==> config.mk <==
export PLATFORM = sky130hd
export DESIGN_NAME = mem_port_responder
export DESIGN_NICKNAME = d
export VERILOG_FILES = /design/src/rtl/mem_port_responder.sv
export SDC_FILE = /design/constraint.sdc
export NUM_CORES = 1
export LEC_CHECK = 0
export CORE_AREA = 2 2 100 78
export CTS_CLUSTER_SIZE = 16
export DETAILED_ROUTE_END_ITERATION = 16
export DIE_AREA = 0 0 102 80
export PLACE_DENSITY = 0.81
export SLEW_MARGIN = 20
export SYNTH_ARGS = -nofsm -noshare
export SYNTH_HDL_FRONTEND = slang
export SYNTH_SLANG_ARGS = --single-unit
==> constraint.sdc <==
create_clock -name clock -period 2.32 [get_ports clock]
set_clock_uncertainty 0.2 [all_clocks]
set_input_delay 0.348 -clock clock [delete_from_list [all_inputs] [get_ports clock]]
set_output_delay 0.348 -clock clock [all_outputs]
set_load 0.1 [all_outputs]
==> src/rtl/mem_port_responder.sv <==
// mem_port_responder
//   Shares one single-port synchronous block RAM between CPU memory requests (fetch, load,
//   store) and display-scanner reads. Arbitrates, sequences one RAM access at a time and
//   returns read data with a one-cycle acknowledge.
// Ports
//   clock, reset          system clock; synchronous active-high reset
//   cpu_req/we/addr/wdata CPU request (held until cpu_ack); we=1 is a store
//   cpu_ack, cpu_rdata    one-cycle completion pulse; load data held until the next CPU read
//   vid_req/addr          display read request (held until vid_ack)
//   vid_ack, vid_rdata    one-cycle completion pulse; data held until the next display read
//   ram_addr/we/wdata     registered RAM command
//   ram_rdata             RAM read data, valid RAM_LATENCY cycles after ram_addr
//   busy                  high whenever a transaction is in flight
module mem_port_responder #(
  parameter int unsigned ADDR_W      = 16,
  parameter int unsigned DATA_W      = 16,
  parameter int unsigned RAM_LATENCY = 1   // 1..4
) (
  input  logic              clock,
  input  logic              reset,
  input  logic              cpu_req,
  input  logic              cpu_we,
  input  logic [ADDR_W-1:0] cpu_addr,
  input  logic [DATA_W-1:0] cpu_wdata,
  output logic              cpu_ack,
  output logic [DATA_W-1:0] cpu_rdata,
  input  logic              vid_req,
  input  logic [ADDR_W-1:0] vid_addr,
  output logic              vid_ack,
  output logic [DATA_W-1:0] vid_rdata,
  output logic [ADDR_W-1:0] ram_addr,
  output logic              ram_we,
  output logic [DATA_W-1:0] ram_wdata,
  input  logic [DATA_W-1:0] ram_rdata,
  output logic              busy
);

  typedef enum logic [1:0] {StIdle, StAccess, StWait, StResp} state_e;

  // WAIT counts down from RAM_LATENCY-1 to 0; data is captured on the zero cycle.
  localparam logic [1:0] WaitLoad = 2'(RAM_LATENCY - 1);

  state_e              state_q, state_d;
  logic                own_cpu_q, own_cpu_d;    // owner of the in-flight transaction
  logic                store_q, store_d;        // in-flight transaction is a CPU store
  logic                last_cpu_q, last_cpu_d;  // last grant went to the CPU
  logic [1:0]          cnt_q, cnt_d;
  logic [ADDR_W-1:0]   ram_addr_q, ram_addr_d;
  logic                ram_we_q, ram_we_d;
  logic [DATA_W-1:0]   ram_wdata_q, ram_wdata_d;
  logic                cpu_ack_q, cpu_ack_d;
  logic                vid_ack_q, vid_ack_d;
  logic [DATA_W-1:0]   cpu_rdata_q, cpu_rdata_d;
  logic [DATA_W-1:0]   vid_rdata_q, vid_rdata_d;
  logic                grant_cpu, grant_vid;

  // On a conflict the requester that did not win last time is served.
  assign grant_cpu = cpu_req && (!vid_req || !last_cpu_q);
  assign grant_vid = vid_req && (!cpu_req || last_cpu_q);

  always_comb begin
    state_d     = state_q;
    own_cpu_d   = own_cpu_q;
    store_d     = store_q;
    last_cpu_d  = last_cpu_q;
    cnt_d       = cnt_q;
    ram_addr_d  = ram_addr_q;
    ram_we_d    = 1'b0;
    ram_wdata_d = ram_wdata_q;
    cpu_ack_d   = 1'b0;
    vid_ack_d   = 1'b0;
    cpu_rdata_d = cpu_rdata_q;
    vid_rdata_d = vid_rdata_q;

    unique case (state_q)
      StIdle: begin
        if (grant_cpu) begin
          own_cpu_d   = 1'b1;
          store_d     = cpu_we;
          last_cpu_d  = 1'b1;
          ram_addr_d  = cpu_addr;
          ram_wdata_d = cpu_wdata;
          ram_we_d    = cpu_we;  // becomes visible during ACCESS
          state_d     = StAccess;
        end else if (grant_vid) begin
          own_cpu_d  = 1'b0;
          store_d    = 1'b0;
          last_cpu_d = 1'b0;
          ram_addr_d = vid_addr;
          state_d    = StAccess;
        end
      end
      StAccess: begin
        if (store_q) begin
          cpu_ack_d = 1'b1;  // only the CPU can store
          state_d   = StResp;
        end else begin
          cnt_d   = WaitLoad;
          state_d = StWait;
        end
      end
      StWait: begin
        if (cnt_q == 2'd0) begin
          if (own_cpu_q) begin
            cpu_rdata_d = ram_rdata;
            cpu_ack_d   = 1'b1;
          end else begin
            vid_rdata_d = ram_rdata;
            vid_ack_d   = 1'b1;
          end
          state_d = StResp;
        end else begin
          cnt_d = cnt_q - 2'd1;
        end
      end
      StResp: begin
        state_d = StIdle;
      end
      default: begin
        state_d = StIdle;
      end
    endcase
  end

  always_ff @(posedge clock) begin
    if (reset) begin
      state_q     <= StIdle;
      own_cpu_q   <= 1'b0;
      store_q     <= 1'b0;
      last_cpu_q  <= 1'b0;
      cnt_q       <= 2'd0;
      ram_addr_q  <= '0;
      ram_we_q    <= 1'b0;
      ram_wdata_q <= '0;
      cpu_ack_q   <= 1'b0;
      vid_ack_q   <= 1'b0;
      cpu_rdata_q <= '0;
      vid_rdata_q <= '0;
    end else begin
      state_q     <= state_d;
      own_cpu_q   <= own_cpu_d;
      store_q     <= store_d;
      last_cpu_q  <= last_cpu_d;
      cnt_q       <= cnt_d;
      ram_addr_q  <= ram_addr_d;
      ram_we_q    <= ram_we_d;
      ram_wdata_q <= ram_wdata_d;
      cpu_ack_q   <= cpu_ack_d;
      vid_ack_q   <= vid_ack_d;
      cpu_rdata_q <= cpu_rdata_d;
      vid_rdata_q <= vid_rdata_d;
    end
  end

  assign cpu_ack   = cpu_ack_q;
  assign cpu_rdata = cpu_rdata_q;
  assign vid_ack   = vid_ack_q;
  assign vid_rdata = vid_rdata_q;
  assign ram_addr  = ram_addr_q;
  assign ram_we    = ram_we_q;
  assign ram_wdata = ram_wdata_q;
  assign busy      = (state_q != StIdle);

endmodule

**After elaboration in Yosys (flattened, before gate mapping)**

Cells that the tools add are included.
W data, S select, Z words.

- Add/sub/neg operators: 1
- Eq/ne operators: 7
- Muxes and demuxes: 18
- Bitwise gates (word level): 5
- Reductions and logical operators: 20

Operators with widths:

| cell | number |
|---|---|
| $mux W16 | 2 |
| $mux W2 | 5 |
| $reduce_and A3 Y1 | 3 |
| $mux W1 | 8 |
| $pmux W2 S4 | 1 |
| $ne A2 B2 Y1 const B | 3 |
| $reduce_and A2 Y1 | 3 |
| $reduce_bool A2 Y1 | 3 |
| $reduce_or A3 Y1 | 2 |
| $not A1 Y1 | 5 |
| $eq A2 B2 Y1 const B | 2 |
| $logic_not A2 Y1 | 2 |
| $pmux W2 S2 | 1 |
| $logic_not A1 Y1 | 3 |
| $ne A3 B3 Y1 const B | 1 |
| $eq A2 B1 Y1 const B | 1 |
| $logic_and A1 B1 Y1 | 2 |
| $logic_or A1 B1 Y1 | 2 |
| $pmux W1 S2 | 1 |
| $sub A2 B1 Y2 const B | 1 |

- Register bits: 73
- Bits of input ports: 69
- Word-level logic and storage cells: 62

**Depth between registers and ports, before layout**

- Depth after elaboration: 6
- Depth in mapped cells: 8

**Worst setup path before layout**

Ideal clock, no wire load.

- Kind: register -> register
- Start: register state_q[0]
- End: register ram_wdata_q[10], in the netlist ram_wdata[10]
- Library setup time: 71 ps
- Arrival time: 2160 ps
- Slack: -111 ps
- Stages on the path, launching flop included: 7
- Buffers on the path: 1
- Cells stage by stage: dfxtp_1 -> inv_1 -> ha_1 -> inv_1 -> clkbuf_1 -> o21ai_0 -> a21oi_1

- Cells in the longest elaborated chain, start to end: 2

RTL lines:

| what | line | source |
|---|---|---|
| start: declaration | 43 | `state_e state_q, state_d;` |
| start signal: assignment | 127 | `state_q <= StIdle;` |
| start signal: assignment | 140 | `state_q <= state_d;` |
| $logic_not A2 Y1 | 75 | `unique case (state_q)` |
| $reduce_and A2 Y1 (no line) | -- |  |
| end signal: assignment | 147 | `ram_wdata_q <= ram_wdata_d;` |
| end: declaration | 50 | `logic [DATA_W-1:0] ram_wdata_q, ram_wdata_d;` |

No other way between the ends.
A chain may end at the register's enable or synchronous reset.

**Final worst setup path**

- Start: register state_q[1]
- End: output port busy

- Cells in the longest elaborated chain, start to end: 1

RTL lines:

| what | line | source |
|---|---|---|
| $reduce_bool A2 Y1 | 162 | `assign busy = (state_q != StIdle);` |
| end: declaration | 35 | `output logic busy` |

No other way between the ends.

==> qor.csv <==
stage,metric,value,unit
status,run_status,completed,
logic_synthesis,synth-xor-area-share,0,
placed_design,place.gp.congestion,0.773,
finish,nFillCells,656,
setup_path,cp.required,1770,ps
global_routing,antenna_found_initial,0,
setup_path,slowest_stage,dfxtp_1,
logic_synthesis,syn_avg_cell_area,8.19,um2
global_routing,first_global_vias,2661,
die,die_area,8160,um2
die,core_area,7160,um2
clocking,clk_latency,340,ps
die,io_pins,137,
sta,layout_min_cycle_time,2080,ps
finish,drive_above_1_share,0.207,
clocking,clk_path_buf_depth,2,
setup_path,max_stage_delay,390,ps
clocking,numCtsBuffers,9,
logic_synthesis,synthFlopType,dfxtp_1,
finish,insertedDiodeCount,0,
finish,final_cells,585,
detailed_routing,wl_per_cell,13.9,um
sta,fmax,481,MHz
clocking,cts_setup_buffers,0,
global_routing,grt_max_degree,33,
sta,rsz0062_at_grt,false,
setup_path,rr_endpoint,vid_rdata[5],
detailed_routing,drt.antenna.violating_nets,0,
clocking,cts_sinks,73,
global_routing,overflow,0,
logic_synthesis,synthAdderAreaFrac,0.0175,
global_routing,grt_pass1_wl,12500,um
clocking,post_cts_resized,0,
placed_design,dp_hpwl,5850,um
finish,nets,552,
finish,area_growth,51.4,%
detailed_routing,vias,2923,
setup_path,cp_cell_sequence,inv_1 > ha_1 > inv_1 > buf_12,
clocking,cts-root-buf,clkbuf_8,
logic_synthesis,synth-seq-area-share,0.510,
clocking,path_clk_slew,80,ps
power,cellPowerDensity,1310,nW/um2
die,die_w,102,um
sta,setup_viol,0,
hold_path,worstHoldStart,cnt_q[0],
detailed_routing,first_iter_violations,116,
logic_synthesis,synth_top_family_by_area,compound AO/OA/AOI/OAI gates,
power,power,5.70,mW
die,rows,27,
clocking,htreeDepth,3,
hold_path,hp-class,reg2reg,
hold_path,holdPathEnd,cnt_q[0],
hold_path,hold_depth,1,
logic_synthesis,synth_nets,423,
sta,hold_viol_final,0,
logic_synthesis,synth.most_common_cell,nand2_1,
placed_design,port-buffer-count,136,
setup_path,critPathBufInv,3,
detailed_routing,drc,0,
logic_synthesis,synth-compound-area-share,0.223,
setup_path,path_common_cell,inv_1,
logic_synthesis,ys_top_cells_by_area,"dfxtp_1, a21oi_1, nand2_1, a211oi_1, nand3_1",
logic_synthesis,synth_top_area_cell,dfxtp_1,
placed_design,placed_cell_area,4140,um2
setup_path,path_max_fanout,8,
run,drv_cap,0,
clocking,cts_tree,yes,
detailed_routing,drt-pass1-iter-count,4,
die,start_util,0.400,
logic_synthesis,synthTopCellsByCount,"nand2_1, dfxtp_1, a21oi_1",
logic_synthesis,synth-simple-area-share,0.191,
logic_synthesis,synth_warnings,0,
setup_path,path_delay_family,buffers and inverters,
setup_path,endpoint_kind,output port,
logic_synthesis,ys_ff_latch,73,
setup_path,cp-start-kind,register,
logic_synthesis,synth_top_area_share,0.510,
clocking,hold_buffers,0,
sta,worst_pin_slew,735,ps
setup_path,reg2reg_depth,5,
finish,final_area,4340,um2
logic_synthesis,muxShareOfSynthArea,0.00349,
logic_synthesis,async_flop_share,0,
placed_design,placed_cells,569,
sta,fin_crit_sh,0.895,
logic_synthesis,synth_area,2870,um2
power,vdd_drop_max,0.735,mV
logic_synthesis,ys_types,33,
power,power_leakage,1.74,nW
finish,multiInputGateArea,1250,um2
logic_synthesis,syn_inst,350,
finish,utilization,0.606,
setup_path,crit_arrival,1530,ps
sta,finalSetupTns,0,ps
sta,maxSlewViolCount,0,
setup_path,r2r_setup_slack,410,ps
logic_synthesis,synth_edf_count,0,
global_routing,grt_use_total,0.194,
sta,maxSlewHeadroom,0.509,
finish,register_area,1460,um2
setup_path,reg2reg_from,state_q[0],
setup_path,path_class,reg2out,
die,die_y,80,um
detailed_routing,routed_wl,8130,um
detailed_routing,via_per_inst,5.00,
setup_path,cp.depth,4,
==> report_power, final <==
| group | leakage [nW] | internal, mW | switching, mW |
|---|---|---|---|
| sequential | 0.596 | 1.49 | 0.138 |
| clock | 0.0929 | 0.501 | 0.477 |
| combinational | 1.05 | 0.750 | 2.35 |
==> worst max path at each step <==
stage	from	end	slack, ps
5_1_grt	state_q[1]	busy	110
3_3_place_gp	cpu_req	ram_addr[7]	390
3_5_place_dp	cpu_req	ram_addr[0]	300
2_1_floorplan	state_q[0]	ram_wdata[10]	390
6_report	state_q[1]	busy	240
4_1_cts	state_q[1]	busy	220
==> layout make-up <==
class | count | share of cell area
clock inverter | 6 | 0.0156
clock buffer | 10 | 0.0294
multi-input combinational | 245 | 0.287
timing repair buffer | 145 | 0.298
inverter | 5 | 0.00433
sequential | 73 | 0.337
tap | 101 | 0.0291
==> cell usage in the layout (no fill, tap or decap), types with 2 or more instances in the layout <==
master | synthesis | routed
nor2_1 | 19 | 19
clkbuf_8 | 0 | 9
and3_1 | 2 | 2
inv_1 | 5 | 5
nand2b_1 | 3 | 3
clkdlybuf4s50_1 | 0 | 67
o21ai_0 | 16 | 16
ha_1 | 4 | 4
a211oi_1 | 15 | 15
a21oi_1 | 67 | 67
clkinvlp_4 | 0 | 2
dfxtp_1 | 73 | 73
nand2_1 | 84 | 84
nand3_1 | 18 | 18
buf_4 | 4 | 74
buf_12 | 0 | 3
==> sequential cells by signal, summed over array words and instances (netlist names), 2 cells and up <==
name       count
vid_rdata     16
ram_addr      16
cnt_q          2
state_q        2
ram_wdata     16
cpu_rdata     16
==> metal layers <==
layer	track usage	vias up	share of wire
met5	0	-	0
met4	0.0320	0	0.011
met3	0.0797	10	0.087
met2	0.317	104	0.47
met1	0.244	1360	0.43
li1	-	1449	-
==> cells by family after synthesis <==
| family | after synthesis |
|---|---|
| mux | 1 |
| simple gates | 131 |
| buf+inv | 32 |
| compound gates | 109 |
| flops | 73 |
| fa+ha+maj | 4 |
==> per-stage QoR <==
step / hold slack (ps) / setup WS, ps
after floorplan: 219 / 394
after global placement: 232 / 390
after detailed placement: 236 / 300
after CTS: 246 / 223
after global routing: 262 / 108
final: 243 / 243
Power figures use the tool's default switching activity.
